$ cat src/rtl/alu_pkg.sv
`default_nettype none
// ============================================================================
// Module   : alu_pkg
// Purpose  : Shared widths, entry record and helpers for the ALU reservation
//            station slice.
// Revision : 1.0 - initial release
// ============================================================================
package alu_pkg;

  localparam int ROBID_W      = 4;
  localparam int DATA_W       = 8;
  localparam int NSRC         = 2;
  // flags bit that marks the immediate form: source 1 is carried in depval[1]
  localparam int IMM_FLAG_BIT = 2;

  typedef struct packed {
    logic [DATA_W-1:0]             operand;
    logic [DATA_W-1:0]             flags;
    logic [DATA_W-1:0]             wbs;
    logic [ROBID_W-1:0]            robid;
    logic [NSRC-1:0][ROBID_W-1:0]  deptag;
    logic [NSRC-1:0][DATA_W-1:0]   depval;
    logic [NSRC-1:0]               depready;
    logic                          valid;
  } rs_entry_t;

  // True when the current CDB broadcast carries the value a source waits on
  function automatic logic cdb_hit(input logic               cdb_valid,
                                   input logic [ROBID_W-1:0] cdb_id,
                                   input logic [ROBID_W-1:0] tag);
    return cdb_valid && (cdb_id == tag);
  endfunction

endpackage
`default_nettype wire

$ cat src/rtl/alu_rs_if.sv
`default_nettype none
// ============================================================================
// Module   : alu_rs_if
// Purpose  : Dispatch, CDB snoop, flush/stall and issue signals of the ALU
//            reservation station. master = core side, slave = the station.
// Revision : 1.0 - initial release
// ============================================================================
interface alu_rs_if;
  import alu_pkg::*;

  logic                          flush;
  logic                          dispatch_valid;
  logic [DATA_W-1:0]             dispatch_operand;
  logic [DATA_W-1:0]             dispatch_flags;
  logic [DATA_W-1:0]             dispatch_wbs;
  logic [ROBID_W-1:0]            dispatch_robid;
  logic [NSRC-1:0]               dispatch_depready;
  logic [NSRC-1:0][ROBID_W-1:0]  dispatch_deptag;
  logic [NSRC-1:0][DATA_W-1:0]   dispatch_depval;
  logic                          rs_full;
  logic                          cdb_valid;
  logic [ROBID_W-1:0]            cdb_id;
  logic [DATA_W-1:0]             cdb_val;
  logic                          fu_busy;
  logic                          issue_transmit;
  logic [DATA_W-1:0]             issue_operand;
  logic [DATA_W-1:0]             issue_flags;
  logic [DATA_W-1:0]             issue_wbs;
  logic [NSRC-1:0][DATA_W-1:0]   issue_depvals;
  logic [ROBID_W-1:0]            issue_robid;

  modport master (
    output flush, dispatch_valid, dispatch_operand, dispatch_flags,
           dispatch_wbs, dispatch_robid, dispatch_depready, dispatch_deptag,
           dispatch_depval, cdb_valid, cdb_id, cdb_val, fu_busy,
    input  rs_full, issue_transmit, issue_operand, issue_flags, issue_wbs,
           issue_depvals, issue_robid
  );

  modport slave (
    input  flush, dispatch_valid, dispatch_operand, dispatch_flags,
           dispatch_wbs, dispatch_robid, dispatch_depready, dispatch_deptag,
           dispatch_depval, cdb_valid, cdb_id, cdb_val, fu_busy,
    output rs_full, issue_transmit, issue_operand, issue_flags, issue_wbs,
           issue_depvals, issue_robid
  );

endinterface
`default_nettype wire

$ cat src/rtl/alu_rs_select.sv
`default_nettype none
// ============================================================================
// Module   : alu_rs_select
// Purpose  : Oldest-ready picker. older[j][i]=1 means entry j was dispatched
//            before entry i. An entry is granted when it is ready and no
//            other ready entry is older than it. Purely combinational.
// Revision : 1.0 - initial release
// ============================================================================
module alu_rs_select #(
  parameter int DEPTH = 4
) (
  input  logic [DEPTH-1:0]            ready,
  input  logic [DEPTH-1:0][DEPTH-1:0] older,
  output logic [DEPTH-1:0]            grant
);

  for (genvar gi = 0; gi < DEPTH; gi++) begin : g_grant
    logic [DEPTH-1:0] w_older_than_me;

    // Column gi of the age matrix, with the diagonal forced off
    for (genvar gj = 0; gj < DEPTH; gj++) begin : g_col
      assign w_older_than_me[gj] = (gi != gj) ? older[gj][gi] : 1'b0;
    end

    assign grant[gi] = ready[gi] & ~(|(ready & w_older_than_me));
  end

endmodule
`default_nettype wire

$ cat src/rtl/alu_rs.sv
`default_nettype none
// ============================================================================
// Module   : alu_rs
// Purpose  : ALU reservation station. Holds DEPTH dispatched instructions,
//            snoops the CDB for missing sources (including the instruction
//            being dispatched), and issues the oldest ready entry to the ALU
//            with a registered one-cycle strobe and at least one idle cycle
//            between issues.
// Revision : 1.0 - initial release
// ============================================================================
module alu_rs
  import alu_pkg::*;
#(
  parameter int DEPTH = 4
) (
  input  logic    clk,
  input  logic    rst,
  alu_rs_if.slave bus
);

  // ---------------------------------------------------------------------------
  // State
  // ---------------------------------------------------------------------------
  rs_entry_t                   r_entry [DEPTH];
  rs_entry_t                   w_entry_next [DEPTH];
  logic [DEPTH-1:0][DEPTH-1:0] r_older;
  logic [DEPTH-1:0][DEPTH-1:0] w_older_next;

  logic                        r_transmit;
  logic [DATA_W-1:0]           r_operand;
  logic [DATA_W-1:0]           r_flags;
  logic [DATA_W-1:0]           r_wbs;
  logic [NSRC-1:0][DATA_W-1:0] r_depvals;
  logic [ROBID_W-1:0]          r_robid;

  rs_entry_t                   w_new_entry;
  rs_entry_t                   w_sel_entry;
  logic [DEPTH-1:0]            w_valid;
  logic [DEPTH-1:0]            w_ready;
  logic [DEPTH-1:0]            w_alloc;
  logic [DEPTH-1:0]            w_grant;
  logic                        w_full;
  logic                        w_accept;
  logic                        w_issue;

  // Per-entry occupancy and readiness taken from registered state only
  always_comb begin
    w_valid = '0;
    w_ready = '0;
    for (int i = 0; i < DEPTH; i++) begin
      w_valid[i] = r_entry[i].valid;
      w_ready[i] = r_entry[i].valid & (&r_entry[i].depready);
    end
  end

  // Full only from current occupancy; a same-cycle issue does not make room
  assign w_full   = &w_valid;
  // Lowest-index free slot: isolate the lowest zero bit of the valid vector
  assign w_alloc  = ~w_valid & (w_valid + DEPTH'(1));
  assign w_accept = bus.dispatch_valid & ~w_full & ~bus.flush;
  // Issue only from idle strobe so back-to-back issues are separated by a gap
  assign w_issue  = ~bus.fu_busy & ~r_transmit & (|w_ready);

  alu_rs_select #(
    .DEPTH (DEPTH)
  ) u_select (
    .ready (w_ready),
    .older (r_older),
    .grant (w_grant)
  );

  // Build the incoming entry, folding in immediate form and same-cycle CDB hit
  always_comb begin
    w_new_entry          = '0;
    w_new_entry.operand  = bus.dispatch_operand;
    w_new_entry.flags    = bus.dispatch_flags;
    w_new_entry.wbs      = bus.dispatch_wbs;
    w_new_entry.robid    = bus.dispatch_robid;
    w_new_entry.valid    = 1'b1;
    for (int s = 0; s < NSRC; s++) begin
      w_new_entry.deptag[s]   = bus.dispatch_deptag[s];
      w_new_entry.depval[s]   = bus.dispatch_depval[s];
      w_new_entry.depready[s] = bus.dispatch_depready[s];
    end
    if (bus.dispatch_flags[IMM_FLAG_BIT]) begin
      w_new_entry.depready[1] = 1'b1;
    end
    for (int s = 0; s < NSRC; s++) begin
      if (!w_new_entry.depready[s] &&
          cdb_hit(bus.cdb_valid, bus.cdb_id, w_new_entry.deptag[s])) begin
        w_new_entry.depready[s] = 1'b1;
        w_new_entry.depval[s]   = bus.cdb_val;
      end
    end
  end

  // Next entry state: wake-up, free on issue, allocate, then flush wins
  always_comb begin
    for (int i = 0; i < DEPTH; i++) begin
      w_entry_next[i] = r_entry[i];
      if (r_entry[i].valid) begin
        for (int s = 0; s < NSRC; s++) begin
          if (!r_entry[i].depready[s] &&
              cdb_hit(bus.cdb_valid, bus.cdb_id, r_entry[i].deptag[s])) begin
            w_entry_next[i].depready[s] = 1'b1;
            w_entry_next[i].depval[s]   = bus.cdb_val;
          end
        end
      end
      if (w_issue && w_grant[i]) begin
        w_entry_next[i].valid = 1'b0;
      end
      if (w_accept && w_alloc[i]) begin
        w_entry_next[i] = w_new_entry;
      end
      if (bus.flush) begin
        w_entry_next[i].valid = 1'b0;
      end
    end
  end

  // Age matrix update: a new entry is younger than every currently held one
  always_comb begin
    w_older_next = r_older;
    for (int i = 0; i < DEPTH; i++) begin
      for (int j = 0; j < DEPTH; j++) begin
        if (w_accept && w_alloc[i]) begin
          w_older_next[i][j] = 1'b0;
        end else if (w_accept && w_alloc[j]) begin
          w_older_next[i][j] = w_valid[i];
        end
      end
    end
  end

  // Mux out the granted entry for the issue registers
  always_comb begin
    w_sel_entry = '0;
    for (int i = 0; i < DEPTH; i++) begin
      if (w_grant[i]) begin
        w_sel_entry = r_entry[i];
      end
    end
  end

  // Entry storage and age state
  always_ff @(posedge clk or posedge rst) begin
    if (rst) begin
      for (int i = 0; i < DEPTH; i++) begin
        r_entry[i] <= '0;
      end
      r_older <= '0;
    end else begin
      for (int i = 0; i < DEPTH; i++) begin
        r_entry[i] <= w_entry_next[i];
      end
      r_older <= w_older_next;
    end
  end

  // Issue strobe and payload; payload holds its last value between issues
  always_ff @(posedge clk or posedge rst) begin
    if (rst) begin
      r_transmit <= 1'b0;
      r_operand  <= '0;
      r_flags    <= '0;
      r_wbs      <= '0;
      r_depvals  <= '0;
      r_robid    <= '0;
    end else if (bus.flush) begin
      r_transmit <= 1'b0;
    end else if (w_issue) begin
      r_transmit <= 1'b1;
      r_operand  <= w_sel_entry.operand;
      r_flags    <= w_sel_entry.flags;
      r_wbs      <= w_sel_entry.wbs;
      r_depvals  <= w_sel_entry.depval;
      r_robid    <= w_sel_entry.robid;
    end else begin
      r_transmit <= 1'b0;
    end
  end

  assign bus.rs_full        = w_full;
  assign bus.issue_transmit = r_transmit;
  assign bus.issue_operand  = r_operand;
  assign bus.issue_flags    = r_flags;
  assign bus.issue_wbs      = r_wbs;
  assign bus.issue_depvals  = r_depvals;
  assign bus.issue_robid    = r_robid;

endmodule
`default_nettype wire

$ cat src/flat_wrapper.sv
// flat-port wrapper written by rule: the top's interface ports become plain ports
module alu_rs_flat import alu_pkg::*;
#(
  parameter int DEPTH = 4
)
  (clk, rst, bus_flush, bus_dispatch_valid, bus_dispatch_operand, bus_dispatch_flags, bus_dispatch_wbs, bus_dispatch_robid, bus_dispatch_depready, bus_dispatch_deptag, bus_dispatch_depval, bus_cdb_valid, bus_cdb_id, bus_cdb_val, bus_fu_busy, bus_rs_full, bus_issue_transmit, bus_issue_operand, bus_issue_flags, bus_issue_wbs, bus_issue_depvals, bus_issue_robid);
  alu_rs_if bus_i ();
  input  logic clk;
  input  logic rst;
  input wire logic [$bits(bus_i.flush)-1:0] bus_flush;
  input wire logic [$bits(bus_i.dispatch_valid)-1:0] bus_dispatch_valid;
  input wire logic [$bits(bus_i.dispatch_operand)-1:0] bus_dispatch_operand;
  input wire logic [$bits(bus_i.dispatch_flags)-1:0] bus_dispatch_flags;
  input wire logic [$bits(bus_i.dispatch_wbs)-1:0] bus_dispatch_wbs;
  input wire logic [$bits(bus_i.dispatch_robid)-1:0] bus_dispatch_robid;
  input wire logic [$bits(bus_i.dispatch_depready)-1:0] bus_dispatch_depready;
  input wire logic [$bits(bus_i.dispatch_deptag)-1:0] bus_dispatch_deptag;
  input wire logic [$bits(bus_i.dispatch_depval)-1:0] bus_dispatch_depval;
  input wire logic [$bits(bus_i.cdb_valid)-1:0] bus_cdb_valid;
  input wire logic [$bits(bus_i.cdb_id)-1:0] bus_cdb_id;
  input wire logic [$bits(bus_i.cdb_val)-1:0] bus_cdb_val;
  input wire logic [$bits(bus_i.fu_busy)-1:0] bus_fu_busy;
  output wire logic [$bits(bus_i.rs_full)-1:0] bus_rs_full;
  output wire logic [$bits(bus_i.issue_transmit)-1:0] bus_issue_transmit;
  output wire logic [$bits(bus_i.issue_operand)-1:0] bus_issue_operand;
  output wire logic [$bits(bus_i.issue_flags)-1:0] bus_issue_flags;
  output wire logic [$bits(bus_i.issue_wbs)-1:0] bus_issue_wbs;
  output wire logic [$bits(bus_i.issue_depvals)-1:0] bus_issue_depvals;
  output wire logic [$bits(bus_i.issue_robid)-1:0] bus_issue_robid;
  assign bus_i.flush = bus_flush;
  assign bus_i.dispatch_valid = bus_dispatch_valid;
  assign bus_i.dispatch_operand = bus_dispatch_operand;
  assign bus_i.dispatch_flags = bus_dispatch_flags;
  assign bus_i.dispatch_wbs = bus_dispatch_wbs;
  assign bus_i.dispatch_robid = bus_dispatch_robid;
  assign bus_i.dispatch_depready = bus_dispatch_depready;
  assign bus_i.dispatch_deptag = bus_dispatch_deptag;
  assign bus_i.dispatch_depval = bus_dispatch_depval;
  assign bus_i.cdb_valid = bus_cdb_valid;
  assign bus_i.cdb_id = bus_cdb_id;
  assign bus_i.cdb_val = bus_cdb_val;
  assign bus_i.fu_busy = bus_fu_busy;
  assign bus_rs_full = bus_i.rs_full;
  assign bus_issue_transmit = bus_i.issue_transmit;
  assign bus_issue_operand = bus_i.issue_operand;
  assign bus_issue_flags = bus_i.issue_flags;
  assign bus_issue_wbs = bus_i.issue_wbs;
  assign bus_issue_depvals = bus_i.issue_depvals;
  assign bus_issue_robid = bus_i.issue_robid;
  alu_rs #(.DEPTH(DEPTH)) u_core (.clk(clk), .rst(rst), .bus(bus_i));
endmodule
$ cat config.mk
export PLATFORM = sky130hd
export DESIGN_NAME = alu_rs_flat
export DESIGN_NICKNAME = d
export VERILOG_FILES = /design/src/rtl/alu_pkg.sv /design/src/rtl/alu_rs_if.sv /design/src/rtl/alu_rs_select.sv /design/src/rtl/alu_rs.sv /design/src/flat_wrapper.sv
export SDC_FILE = /design/constraint.sdc
export NUM_CORES = 1
export LEC_CHECK = 0
export ABC_AREA = 1
export BUFFER_PORTS_ARGS = -buffer_cell sky130_fd_sc_hd__buf_2
export CORE_MARGIN = 4
export CORE_UTILIZATION = 50
export CTS_CLUSTER_SIZE = 40
export DETAILED_ROUTE_END_ITERATION = 7
export GPL_TIMING_DRIVEN = 0
export PLACE_DENSITY = 0.65
export REMOVE_ABC_BUFFERS = 1
export SYNTH_ARGS = -nofsm -noshare
export SYNTH_HDL_FRONTEND = slang
export SYNTH_SLANG_ARGS = --single-unit
export TNS_END_PERCENT = 10
$ cat constraint.sdc
create_clock -name clk -period 18.75 [get_ports clk]
set_input_delay 3.75 -clock clk [delete_from_list [all_inputs] [get_ports clk]]
set_output_delay 3.75 -clock clk [all_outputs]
set_load 0.01 [all_outputs]
=== Yosys cells after proc, flatten, opt, wreduce, memory -nomap -nowiden ===
Index checks and enable logic that the tools add are counted.

* Output and inout bits: 46
* Bits in writable memories: 0
* Memories kept: 0
* Latch bits: 0
* Input port bits: 72
* Register bits: 277
* Logic and storage cells: 246
* ROM bits: 0

* Equality and inequality tests: 10
* Muxes and demuxes: 67
* $mul: 0
* Div/mod/pow operators: 0
* Add/subtract/negate cells: 1
* Shifts and indexed selects: 0
* $lt $le $gt $ge: 0
* Reductions and logical operators: 79
* Bitwise logic cells: 26

{| class="wikitable"
|+ Operator list
! operator !! count
|-
| 2-to-1 mux 55 bit || 4
|-
| 2-to-1 mux 8 bit || 10
|-
| 2-to-1 mux 19 bit || 4
|-
| 2-to-1 mux 18 bit || 4
|-
| 2-to-1 mux 1 bit || 45
|-
| equality test 4 bit || 10
|-
| nonzero test 2 bit || 18
|-
| logical AND 1 bit || 28
|-
| AND reduction 2 bit || 13
|-
| OR reduction 4 bit || 5
|-
| AND 4 bit || 4
|-
| AND 1 bit || 12
|-
| nonzero test 3 bit || 4
|-
| zero test 1 bit || 10
|-
| NOT 1 bit || 8
|-
| adder 4 x 1 -> 4 bit, second input constant || 1
|-
| AND 4 x 3 -> 4 bit || 1
|-
| NOT 4 bit || 1
|-
| AND reduction 4 bit || 1
|}

=== Longest topological paths before layout ===
* Depth after elaboration: 10
* Gate-level depth with buffers: 12
* Depth with buffers taken out: 11

=== By module ===
A second synthesis with hierarchy kept.

* Cells, all modules: 1664
* Area total of the unflattened synthesis: 13585.5 um^2

{| class="wikitable"
|+ By module, submodules not included
! module !! area each (um^2) !! instances !! cells an instance !! sequential area each (um^2)
|-
| alu_rs || 13495.4 || 1 || 1640 || 6931.6
|-
| alu_rs_select || 90.1 || 1 || 24 || 0.0
|}

=== Worst setup path before layout ===
No wires, ideal clock.

* Kind: input -> register
* Start: input port bus_cdb_id[1]
* End: register u_core.r_entry[111] (netlist bit)
* Path slack: 13.727 ns
* Arrival time: 4.904 ns
* Buffers on the path: 3
* Stages on the path: 11
* Library setup time: 0.119 ns
* Data required time: 18.631 ns
* Path through: buf_4 -> inv_2 -> buf_2 -> nor2_1 -> nor2_1 -> and3_1 -> buf_2 -> nand2_1 -> nand2_1 -> o22ai_1 -> inv_1

* Longest elaborated chain between the ends: 5
* Elaborated cells on any way between the ends: 10
* Classes of those cells: 2 x eq/ne; 2 x mux; 6 x reduce/logical

{| class="wikitable"
|+ RTL lines
! item !! line !! text
|-
| start: declaration || flat_wrapper.sv:20 || <nowiki>input wire logic [$bits(bus_i.cdb_id)-1:0] bus_cdb_id;</nowiki>
|-
| equality test 4 bit || alu_pkg.sv:31 || <nowiki>return cdb_valid && (cdb_id == tag);</nowiki>
|-
| logical AND 1 bit || alu_pkg.sv:31 ||
|-
| logical AND 1 bit, on equally long branches || alu_rs.sv:89, alu_rs.sv:103 ||
|-
| 2-to-1 mux 1 bit or nonzero test 2 bit (tied branches) || - ||
|-
| 2-to-1 mux 19 bit or AND reduction 2 bit (tied branches) || - ||
|-
| end signal: indexed assignment || alu_rs.sv:155 || <nowiki>r_entry[i] <= w_entry_next[i];</nowiki>
|-
| end: declaration || alu_rs.sv:24 || <nowiki>rs_entry_t r_entry [DEPTH];</nowiki>
|}

Several ways; a longest one is shown, not always the timed one.
A chain may end at the register's enable or synchronous reset.

=== Final worst setup path ===
* Start: input port bus_flush
* End: register u_core.r_entry[7] (netlist bit)

* Longest elaborated chain between the ends: 5
* Elaborated cells on any way between the ends: 7
* Classes of those cells: 1 x mux; 2 x bitwise; 4 x reduce/logical

{| class="wikitable"
|+ RTL lines
! item !! line !! text
|-
| start: declaration || flat_wrapper.sv:10 || <nowiki>input wire logic [$bits(bus_i.flush)-1:0] bus_flush;</nowiki>
|-
| NOT 1 bit (no source line) * || - ||
|-
| AND 1 bit * || alu_rs.sv:60 || <nowiki>assign w_accept = bus.dispatch_valid & ~w_full & ~bus.flush;</nowiki>
|-
| logical AND 1 bit * || alu_rs.sv:113 || <nowiki>if (w_accept && w_alloc[i]) begin</nowiki>
|-
| nonzero test 2 bit (no source line) || - ||
|-
| AND reduction 2 bit (no source line) || - ||
|}

Mark *: on every way between the ends. The rest lies on a longest branch, timed or not.

==> flow_summary.ini <==
[job]
maxCapViolCount = 0

[place]
port_buffers = 117
gp_congestion = 0.903
dp_cells = 2264
dp_hpwl_mm = 25.3
placed_area_um2 = 15000
place_ws_ns = 11.98

[timing]
drv_slew = 0
min_period_ns = 6.20
finClkSkew_ns = 0.00968
hold_ws_ns = 0.470
finalSetupTns_ns = 0
rsz0062_at_grt = no
timing.final.crit_share_pct = 33.1
hold_viol_final = 0
setup_slack_ns = 12.55
setup_viol = 0
clock.fmax_ghz = 0.161
max_slew.worst_pin.slew_ns = 1.36
slew-limit-headroom_pct = 9.39

[clock_network]
ctsLongestPathBuffers = 3
cts_tree = done
cts_setup_buffers = 0
clk_pin_slew_worst_paths_ns = 0.06
cts-buffers-inserted = 31
h-tree-depth = 1
cts-resized-gates = 0
clockRootBuffer = clkbuf_16
cts.sinks = 277
clk_latency_ns = 0.56
cts_hold_buf = 0

[drt]
drt_iter0_markers = 1311
drt_pass1_iterations = 5
drt_wl_total_mm = 39.9
ant_nets = 0
drc_errors = 0
wl_per_cell_um = 17.2
vias = 12500
routed_via_density = 5.36

[floorplan]
rows = 61
die_y_um = 175
num_io_pins = 118
core-area_um2 = 27700
design.die.area_um2 = 30800
dieWidth_um = 175
initial_core_util_pct = 50.6

[global_routing]
overflow = 0
grt_pass1_vias = 12100
grt_pass1_wl_mm = 64.9
antenna_found_initial = 0
grt_start_max_net_pins = 100
grt_usage_pct = 25.9

[layout]
drive_gt1_share_pct = 13.0
post-route-util_pct = 57.9
fin_nets = 1992
stdcell_area_um2 = 16000
final_common_cell = nand2_1
area_growth_pct = 14.4
final_cells = 2323
multi_input_area_um2 = 5920
seqCellArea_um2 = 6930
fillCellCount = 2638
layout_common_cells = 535 x nand2_1, 277 x dfrtp_1, 205 x nand3_1
diodes = 0

[setup_path]
critPathArrivalTime_ns = 6.68
required_ns = 19.23
worst-path-max-fanout = 83
worstSetupStartpointType = primary input
cp-end-kind = flip-flop
worst-setup-path-type = primary input to flip-flop

[yosys]
yosys_warnings = 0
synth_area_um2 = 14000
ys_seq_area_share_pct = 49.4
ys_ff_latch = 277
syn_area_per_cell_um2 = 7.57
synthDistinctLibCells = 35
syn_inst = 1852

[run_status]
status = complete, no violations

[pwr]
ir_drop_mv = 0.0697
finalPower_mw = 1.72
power_density_nw_per_um2 = 107
leakagePower_nw = 8.63

[worst_hold_path]
worstHoldPathType = flip-flop to flip-flop
==> final timing paths <==
kind                       cells after the start                      start                          end  slack, ns
setup / recovery                               8                  bus_flush            u_core.r_entry[7]      12.55
hold / removal                                 2  u_core.bus.issue_flags[5]    u_core.bus.issue_flags[5]       0.47
setup reg to reg                               9        u_core.r_entry[110]  u_core.bus.issue_depvals[7]      15.45
hold reg to reg                                2  u_core.bus.issue_flags[5]    u_core.bus.issue_flags[5]       0.47
max in group asynchronous                      4                        rst           u_core.r_entry[90]      14.14
min in group asynchronous                      2                        rst           u_core.r_entry[37]       3.26
==> layout make-up <==
type	count	share of cell area (%)
inverter	184	4.38
timing repair buffer	135	6.16
tap	378	2.95
multi-input combinational	1291	36.9
clock inverter	11	0.702
sequential	277	43.2
clock buffer	47	5.71
==> worst max-delay path, stage by stage <==
cell	delay, ns
buf_2	0.11
nor2_1	0.31
nand3_2	0.26
nor2_4	0.82
inv_4	0.56
nand2_1	0.59
nor2_1	0.08
a21oi_1	0.14
==> kinds of logic after synthesis <==
logic type / Yosys count / share of synthesized area [%]
XOR/XNOR: 5 / 0.312
AO/OA/AOI/OAI: 345 / 13.1
buffers and inverters: 284 / 8.61
AND/OR/NAND/NOR: 941 / 28.6
flip-flops: 277 / 49.4
==> synthesized netlist by cell type, drive strengths merged <==
cell type / number / share of area (%)
buf: 62 / 2.7
or2: 3 / 0.13
nand3: 209 / 7.7
nor3: 8 / 0.32
nor2: 150 / 4.4
o21a: 1 / 0.054
nor4: 1 / 0.089
nand4: 22 / 1.0
clkinv: 3 / 0.080
o211ai: 2 / 0.11
a21oi: 131 / 5.3
o22ai: 9 / 0.40
dfrtp: 277 / 49
nand3b: 1 / 0.080
clkbuf: 38 / 1.0
and3: 1 / 0.045
inv: 181 / 4.8
o32ai: 1 / 0.062
nand2: 546 / 15
o21ai: 201 / 7.2
xor2: 5 / 0.31
==> metal layers <==
layer / share of wire (%) / track usage [%] / up-vias
li1: - / - / 6109
met1: 44 / 35.7 / 5854
met2: 47 / 43.1 / 401
met3: 5.6 / 3.12 / 96
met4: 3.3 / 8.48 / 0
met5: 0 / 0 / -
==> power breakdown <==
group	total (mW)	leakage [nW]	internal (mW)	switching (mW)
sequential	0.801	3.58	0.724	0.0771
combinational	0.310	4.54	0.123	0.188
clock	0.610	0.513	0.363	0.247
==> sequential cells by signal, summed over array words and instances (netlist names) <==
signal / cells
u_core.bus.issue_transmit: 1
u_core.bus.issue_wbs: 8
u_core.r_entry: 220
u_core.bus.issue_depvals: 16
u_core.bus.issue_operand: 8
u_core.r_older: 12
u_core.bus.issue_flags: 8
u_core.bus.issue_robid: 4
Power figures use the tool's default switching activity.
